File: src/rtl/tri_bus_pkg.sv
// Shared types and defaults for the tristate bus sequencer.
package tri_bus_pkg;

  typedef enum logic [2:0] {
    IDLE   = 3'd0,
    SETUP  = 3'd1,
    STROBE = 3'd2,
    HOLD   = 3'd3,
    TURN   = 3'd4
  } state_t;

  localparam int NUM_REQ            = 2;
  localparam int DEF_DATA_WIDTH     = 2;
  localparam int DEF_SETUP_CYCLES   = 1;
  localparam int DEF_STROBE_CYCLES  = 2;
  localparam int DEF_HOLD_CYCLES    = 1;

endpackage

File: src/rtl/rr_arbiter2.sv
// Two-way round-robin pick: a lone requester wins, a tie goes to rr_pri.
module rr_arbiter2
  import tri_bus_pkg::*;
(
  input  logic [NUM_REQ-1:0] req,
  input  logic               rr_pri,
  output logic [NUM_REQ-1:0] win
);

  // Tie-break only matters when both requesters are asserting.
  always_comb begin
    win = '0;
    case (req)
      2'b01:   win = 2'b01;
      2'b10:   win = 2'b10;
      2'b11:   win = rr_pri ? 2'b10 : 2'b01;
      default: win = '0;
    endcase
  end

endmodule

File: src/rtl/tri_bus_sequencer.sv
// Arbitrates two requesters onto the tristate driver and times the
// setup / strobe / hold phases of we_n and ds_n for each transfer.
module tri_bus_sequencer
  import tri_bus_pkg::*;
#(
  parameter int DATA_WIDTH    = DEF_DATA_WIDTH,
  parameter int SETUP_CYCLES  = DEF_SETUP_CYCLES,
  parameter int STROBE_CYCLES = DEF_STROBE_CYCLES,
  parameter int HOLD_CYCLES   = DEF_HOLD_CYCLES
) (
  input  logic                  clk,
  input  logic                  rst,
  input  logic [NUM_REQ-1:0]    req,
  input  logic [DATA_WIDTH-1:0] wdata0,
  input  logic [DATA_WIDTH-1:0] wdata1,
  output logic [NUM_REQ-1:0]    grant,
  output logic [NUM_REQ-1:0]    done,
  output logic                  busy,
  output logic [DATA_WIDTH-1:0] bus_data,
  output logic                  we_n,
  output logic                  ds_n
);

  localparam int MAX_A = (SETUP_CYCLES > STROBE_CYCLES) ? SETUP_CYCLES : STROBE_CYCLES;
  localparam int MAX_P = (MAX_A > HOLD_CYCLES) ? MAX_A : HOLD_CYCLES;
  localparam int CW    = $clog2(MAX_P + 1);

  // Counter is loaded with length-1 on phase entry and the phase ends at zero.
  localparam logic [CW-1:0] SETUP_LD  = CW'(SETUP_CYCLES - 1);
  localparam logic [CW-1:0] STROBE_LD = CW'(STROBE_CYCLES - 1);
  localparam logic [CW-1:0] HOLD_LD   = CW'(HOLD_CYCLES - 1);

  state_t                state, nxt_state;
  logic [CW-1:0]         cnt, nxt_cnt;
  logic                  rr_pri, nxt_rr_pri;
  logic [NUM_REQ-1:0]    win;
  logic [NUM_REQ-1:0]    nxt_grant, nxt_done;
  logic                  nxt_busy, nxt_we_n, nxt_ds_n;
  logic [DATA_WIDTH-1:0] nxt_bus_data;

  rr_arbiter2 u_arb (
    .req    (req),
    .rr_pri (rr_pri),
    .win    (win)
  );

  // State, counter and all outputs are registered; reset parks the pins high.
  always_ff @(posedge clk or posedge rst) begin
    if (rst) begin
      state    <= IDLE;
      cnt      <= '0;
      rr_pri   <= 1'b0;
      grant    <= '0;
      done     <= '0;
      busy     <= 1'b0;
      bus_data <= '0;
      we_n     <= 1'b1;
      ds_n     <= 1'b1;
    end else begin
      state    <= nxt_state;
      cnt      <= nxt_cnt;
      rr_pri   <= nxt_rr_pri;
      grant    <= nxt_grant;
      done     <= nxt_done;
      busy     <= nxt_busy;
      bus_data <= nxt_bus_data;
      we_n     <= nxt_we_n;
      ds_n     <= nxt_ds_n;
    end
  end

  // Phase sequencing; done is a single-cycle pulse so it defaults to zero.
  always_comb begin
    nxt_state    = state;
    nxt_cnt      = cnt;
    nxt_rr_pri   = rr_pri;
    nxt_grant    = grant;
    nxt_done     = '0;
    nxt_busy     = busy;
    nxt_bus_data = bus_data;
    nxt_we_n     = we_n;
    nxt_ds_n     = ds_n;
    case (state)
      IDLE: begin
        if (win != '0) begin
          nxt_state    = SETUP;
          nxt_cnt      = SETUP_LD;
          nxt_grant    = win;
          nxt_bus_data = win[1] ? wdata1 : wdata0;
          nxt_busy     = 1'b1;
          nxt_we_n     = 1'b0;
          nxt_ds_n     = 1'b1;
        end
      end
      SETUP: begin
        if (cnt == '0) begin
          nxt_state = STROBE;
          nxt_cnt   = STROBE_LD;
          nxt_ds_n  = 1'b0;
        end else begin
          nxt_cnt = cnt - 1'b1;
        end
      end
      STROBE: begin
        if (cnt == '0) begin
          nxt_state = HOLD;
          nxt_cnt   = HOLD_LD;
          nxt_ds_n  = 1'b1;
        end else begin
          nxt_cnt = cnt - 1'b1;
        end
      end
      HOLD: begin
        if (cnt == '0) begin
          nxt_state  = TURN;
          nxt_we_n   = 1'b1;
          nxt_done   = grant;
          nxt_grant  = '0;
          // Prefer whoever did not just own the bus.
          nxt_rr_pri = grant[0];
        end else begin
          nxt_cnt = cnt - 1'b1;
        end
      end
      TURN: begin
        // Dead cycle: req is ignored so the owner has time to drop it.
        nxt_state = IDLE;
        nxt_busy  = 1'b0;
      end
      default: nxt_state = IDLE;
    endcase
  end

endmodule

File: config.mk
export PLATFORM = sky130hd
export DESIGN_NAME = tri_bus_sequencer
export DESIGN_NICKNAME = d
export VERILOG_FILES = /design/src/rtl/tri_bus_pkg.sv /design/src/rtl/rr_arbiter2.sv /design/src/rtl/tri_bus_sequencer.sv
export SDC_FILE = /design/constraint.sdc
export NUM_CORES = 1
export LEC_CHECK = 0
export CORE_UTILIZATION = 48
export DETAILED_ROUTE_END_ITERATION = 7
export PLACE_DENSITY = 0.76
export SLEW_MARGIN = 20
export SYNTH_ARGS = -nofsm -noshare
export SYNTH_HDL_FRONTEND = slang
export SYNTH_SLANG_ARGS = --single-unit
File: constraint.sdc
create_clock -name clk -period 1.86 [get_ports clk]
set_input_delay 0.372 -clock clk [delete_from_list [all_inputs] [get_ports clk]]
set_output_delay 0.372 -clock clk [all_outputs]
set_load 0.03 [all_outputs]
## Word-level counts from Yosys, hierarchy flattened

Cells that the tools add are included.

- Flip-flop bits (word level): 15
- Output and inout port bits: 9
- Logic and storage cells: 61

- Add/subtract/negate cells: 1
- Eq/ne operators: 12
- Multiplexer cells: 25
- Reductions and logical operators: 14

Operators by type and width:

| operator | count |
|---|---|
| $mux W2 | 10 |
| $mux W3 | 4 |
| $pmux W3 S4 | 1 |
| $ne A2 B2 Y1 const B | 5 |
| $pmux W2 S4 | 1 |
| $reduce_and A4 Y1 | 2 |
| $eq A3 B2 Y1 const B | 2 |
| $pmux W2 S3 | 1 |
| $reduce_and A2 Y1 | 3 |
| $reduce_and A3 Y1 | 2 |
| $reduce_bool A2 Y1 | 3 |
| $eq A2 B2 Y1 const B | 2 |
| $mux W1 | 4 |
| $pmux W1 S2 | 2 |
| $pmux W2 S2 | 1 |
| $reduce_bool A4 Y1 | 1 |
| $eq A3 B1 Y1 const B | 1 |
| $eq A3 B3 Y1 const B | 1 |
| $logic_not A3 Y1 | 1 |
| $pmux W1 S3 | 1 |
| $reduce_bool A3 Y1 | 1 |
| $eq A2 B1 Y1 const B | 1 |
| $logic_not A2 Y1 | 1 |
| $sub A2 B1 Y2 const B | 1 |

## Logic depth before layout (Yosys ltp)

- Word-level depth: 5
- Gate-level depth with buffers: 6
- Mapped depth without buffers: 6

## Hierarchy

A second synthesis with hierarchy kept.

- Cells, all modules: 76
- Area total of the unflattened synthesis: 783.3 um2

Modules (own cells, without submodules):

| module | times used | cells an instance | area each (um2) |
|---|---|---|---|
| tri_bus_sequencer | 1 | 73 | 764.5 |
| rr_arbiter2 | 1 | 3 | 18.8 |

## Worst setup path before layout

Ideal clock, no wire load.

- Kind: reg2reg
- Start point: register cnt[0]
- End point: register rr_pri
- Setup time: 0.118 ns
- Arrival time: 1.202 ns
- Path slack: 0.540 ns
- Cell stages (with the launch flop): 7
- Buffers on the path: 0
- Cell sequence: dfrtp_1 -> inv_1 -> ha_1 -> nand4b_1 -> inv_2 -> and2_1 -> a21o_1

- Cells in the longest elaborated chain, start to end: 2

Ends and longest elaborated chain:

| element | line | RTL |
|---|---|---|
| from (decl) | tri_bus_sequencer.sv:34 | `logic [CW-1:0] cnt, nxt_cnt;` |
| from (signal assigned) | tri_bus_sequencer.sv:61 | `cnt <= nxt_cnt;` |
| $logic_not A2 Y1 | tri_bus_sequencer.sv:114 | `if (cnt == '0) begin` |
| $reduce_and A2 Y1 (no source line) | n/a |  |
| to (signal assigned) | tri_bus_sequencer.sv:62 | `rr_pri <= nxt_rr_pri;` |
| to (decl) | tri_bus_sequencer.sv:35 | `logic rr_pri, nxt_rr_pri;` |

Every way passes these cells.
A chain may end at the register's enable or synchronous reset.

## Worst setup path in the final report

- Start point: register grant[1]
- End point: output grant[1]

RTL lines:

| element | line | RTL |
|---|---|---|
| from (decl) | tri_bus_sequencer.sv:16 | `output logic [NUM_REQ-1:0] grant,` |
| from (signal assigned) | tri_bus_sequencer.sv:63 | `grant <= nxt_grant;` |

No word-level cell between the ends.

==> flow_summary.json <==
{
  "status": "finished clean",
  "synth_edf_count": 0,
  "slew_viol_final": 0,
  "p_clk_share_pct": 11.5,
  "p_int_mw": 0.941,
  "ys_warn_count": 0,
  "switching_power_mw": 0.709,
  "fillers": 133,
  "syn_avg_cell_area_um2": 10.4,
  "vdd_drop_max_v": 0.000832,
  "grt-ovfl-total": 0,
  "ys_types": 31,
  "crit_chain": "clkdlybuf4s50_1",
  "cp_num_buf_inv": 1,
  "dr.pass1.iters": 4,
  "worst_ep_required_time_ns": 1.49,
  "cts_max_path_buffers": 2,
  "start_util_pct": 51.6,
  "dieHeight_um": 42.2,
  "startpoint_type": "flip-flop",
  "cts_tree": "done",
  "cp.arrival_ns": 1.34,
  "cts_hold_buf": 0,
  "wire_per_inst_um": 12.5,
  "drc": 0,
  "cp_top_family": "buffers and inverters",
  "rows": 14,
  "grt_pass1_vias": 550,
  "crit_type": "reg -> out",
  "synth_fp_nets": 86,
  "ys_seq_area_share_pct": 48.6,
  "placedInstanceArea_um2": 936,
  "final-hold-violation-count": 0,
  "antenna_found_initial": 0,
  "vias_per_cell": 5.50,
  "die_x_um": 42.2,
  "fmax_mhz": 584,
  "critPathCaptureType": "output pin",
  "cts_root_buf": "clkbuf_4",
  "asyncSetResetFlopFracSynth_pct": 100,
  "max-cap-violations": 0,
  "postCtsSetupRepairBufs": 0,
  "crit_fanout": 3,
  "yosys-top-cells-area": "dfrtp_1 42%, dfstp_2 6.8%, ha_1 4.8%",
  "final_area_um2": 965,
  "netlist_area_um2": 777,
  "max_stage_delay_ns": 0.68,
  "path_clk_slew_ns": 0.09,
  "seq_area_um2": 378,
  "portBuffers": 16,
  "finalCriticalPeriod_ns": 1.71,
  "vias": 594,
  "wl_um": 1350,
  "synth_flop_cell": "dfrtp_1",
  "grt_pass1_wl_um": 2440,
  "grt_setup_unrepaired": "no",
  "core_mm2": 0.00151,
  "setup_viol": 0,
  "worst_pin_slew_ns": 0.535,
  "drtAntennaViolNets": 0,
  "max_slew_margin_pct": 64.3,
  "gp_congestion": 0.756,
  "syn_inst": 75,
  "yosysTopAreaCell": "dfrtp_1",
  "tns_ns": 0,
  "fin_nets": 104,
  "fin_crit_sh_pct": 92.0,
  "multi_input_area_um2": 359,
  "synthTopCellsByCount": "13 x dfrtp_1, 5 x a21oi_1, 5 x nor2_1, 4 x inv_1, 4 x nand2_1",
  "area_delta_synth_final_pct": 24.2,
  "r2r_start": "cnt[0]",
  "die_area_mm2": 0.00178,
  "htree_num_levels": 1,
  "power_frac_comb_pct": 49.1,
  "worstSetupStartpoint": "grant[1]",
  "insertion_delay_ns": 0.29,
  "ys_ff_latch": 15,
  "cts_buffers": 3,
  "hp-class": "in -> async",
  "power.density_mw_per_mm2": 1710,
  "p_total_mw": 1.65,
  "drt_iter0_drc": 3,
  "p_seq_share_pct": 39.4,
  "skew_ns": 0.00350,
  "yosysMostFrequentCell": "dfrtp_1",
  "globalRouteTotalUtil_pct": 18.3,
  "swShare_pct": 43.0,
  "pre_cts_ws_ns": 0.144,
  "setup_ws_ns": 0.148,
  "cts.sinks": 15,
  "hpwl_um": 1010,
  "cp_slowest_cell": "clkdlybuf4s50_1",
  "grt_max_degree": 16,
  "p_leak_nw": 0.451,
  "drive_above_1_share_pct": 13.0,
  "ios": 17,
  "synth_top_area_share_pct": 41.9,
  "num_antenna_cells": 0
}
==> what timing repair did <==
item                                    4_1_cts  5_1_grt
gates resized for setup                       1        1
hold endpoints to repair                      0        0
endpoints found under the setup margin        1        1
==> registers in the layout, summed over array words and instances (netlist names) <==
signal,cells
state,3
ds_n,1
cnt,2
done,2
rr_pri,1
grant,2
bus_data,2
we_n,1
busy,1
==> metrics by stage <==
step	hold slack, ns	instances	util [%]
after floorplan	0.272	75	-
after global placement	0.466	104	62.1
after detailed placement	0.465	104	62.1
after CTS	0.444	108	63.9
after global routing	0.494	108	64.0
final	0.420	108	64.0
==> power by group through the flow <==
stage,logic [mW],registers (mW),clock network (mW)
CTS,0.820,0.649,0.194
finish,0.810,0.649,0.190
detailed placement,0.825,0.653,0
global placement,0.818,0.653,0
floorplan,0.529,0.717,0
global route,0.890,0.674,0.209
==> cell families after synthesis <==
family          Yosys count  synth area share, %
xor+xnor                  1                 1.13
simple gates             27                 21.1
mux                       1                 1.29
fa+ha+maj                 3                 4.83
compound gates           20                 17.9
buf+inv                   8                 5.15
flops                    15                 48.6
==> final timing paths <==
check | to | slack [ns] | cells past startpoint
max in group asynchronous | we_n | 1.07 | 2
min reg2reg | busy | 0.49 | 1
min in group clk | busy | 0.49 | 1
max reg2reg | state[0] | 0.36 | 5
min | cnt[1] | 0.42 | 2
max | grant[1] | 0.15 | 1
==> worst reg2reg max path, delay by kind of cell, from the launching register on <==
kind,cells,cell delay [ns]
flip-flops,1,0.42
adder cells (fa/ha/maj),1,0.29
buffers and inverters,1,0.11
AO/OA/AOI/OAI,1,0.16
AND/OR/NAND/NOR,2,0.45
==> cells in the final DEF, fill, tap and decap left out <==
master | netlist | routed
inv_1 | 4 | 4
xor2_1 | 1 | 1
nor3_2 | 1 | 1
a21o_1 | 3 | 3
or3_1 | 1 | 1
a21oi_1 | 5 | 5
nand2b_1 | 1 | 1
nand4b_1 | 1 | 1
clkinv_2 | 0 | 1
nand2_1 | 4 | 4
mux2i_1 | 1 | 1
nor4_2 | 1 | 1
nor2_1 | 5 | 5
nor3_1 | 2 | 2
clkdlybuf4s50_1 | 0 | 14
a311oi_2 | 1 | 1
a2bb2oi_1 | 1 | 1
dfstp_2 | 2 | 2
ha_1 | 3 | 3
o21ai_0 | 3 | 3
o2bb2ai_1 | 1 | 1
and3b_1 | 2 | 2
or2_2 | 2 | 2
o22a_1 | 2 | 2
clkbuf_4 | 0 | 3
a31oi_1 | 3 | 3
dlymetal6s2s_1 | 0 | 1
nand3b_1 | 2 | 2
inv_2 | 1 | 1
dlygate4sd2_1 | 0 | 1
a22oi_1 | 1 | 1
nor2b_1 | 2 | 2
and2_1 | 3 | 3
dfrtp_1 | 13 | 13
==> layout make-up <==
class / instances / share of cell area [%]
Timing Repair Buffer: 16 / 16.7
Clock buffer: 3 / 2.33
Clock inverter: 1 / 0.519
Sequential cell: 15 / 39.2
Multi-Input combinational cell: 52 / 37.2
Inverter: 5 / 1.95
Tap cell: 16 / 2.08
==> metal layers <==
layer,global-route usage [%],vias to the layer above,share of wire (%)
met2,27.1,11,46
met3,2.59,4,3.0
met1,25.4,282,49
met5,0,-,0
li1,-,297,-
met4,11.3,0,2.0
Note: power is estimated with default switching activity, not from simulation.
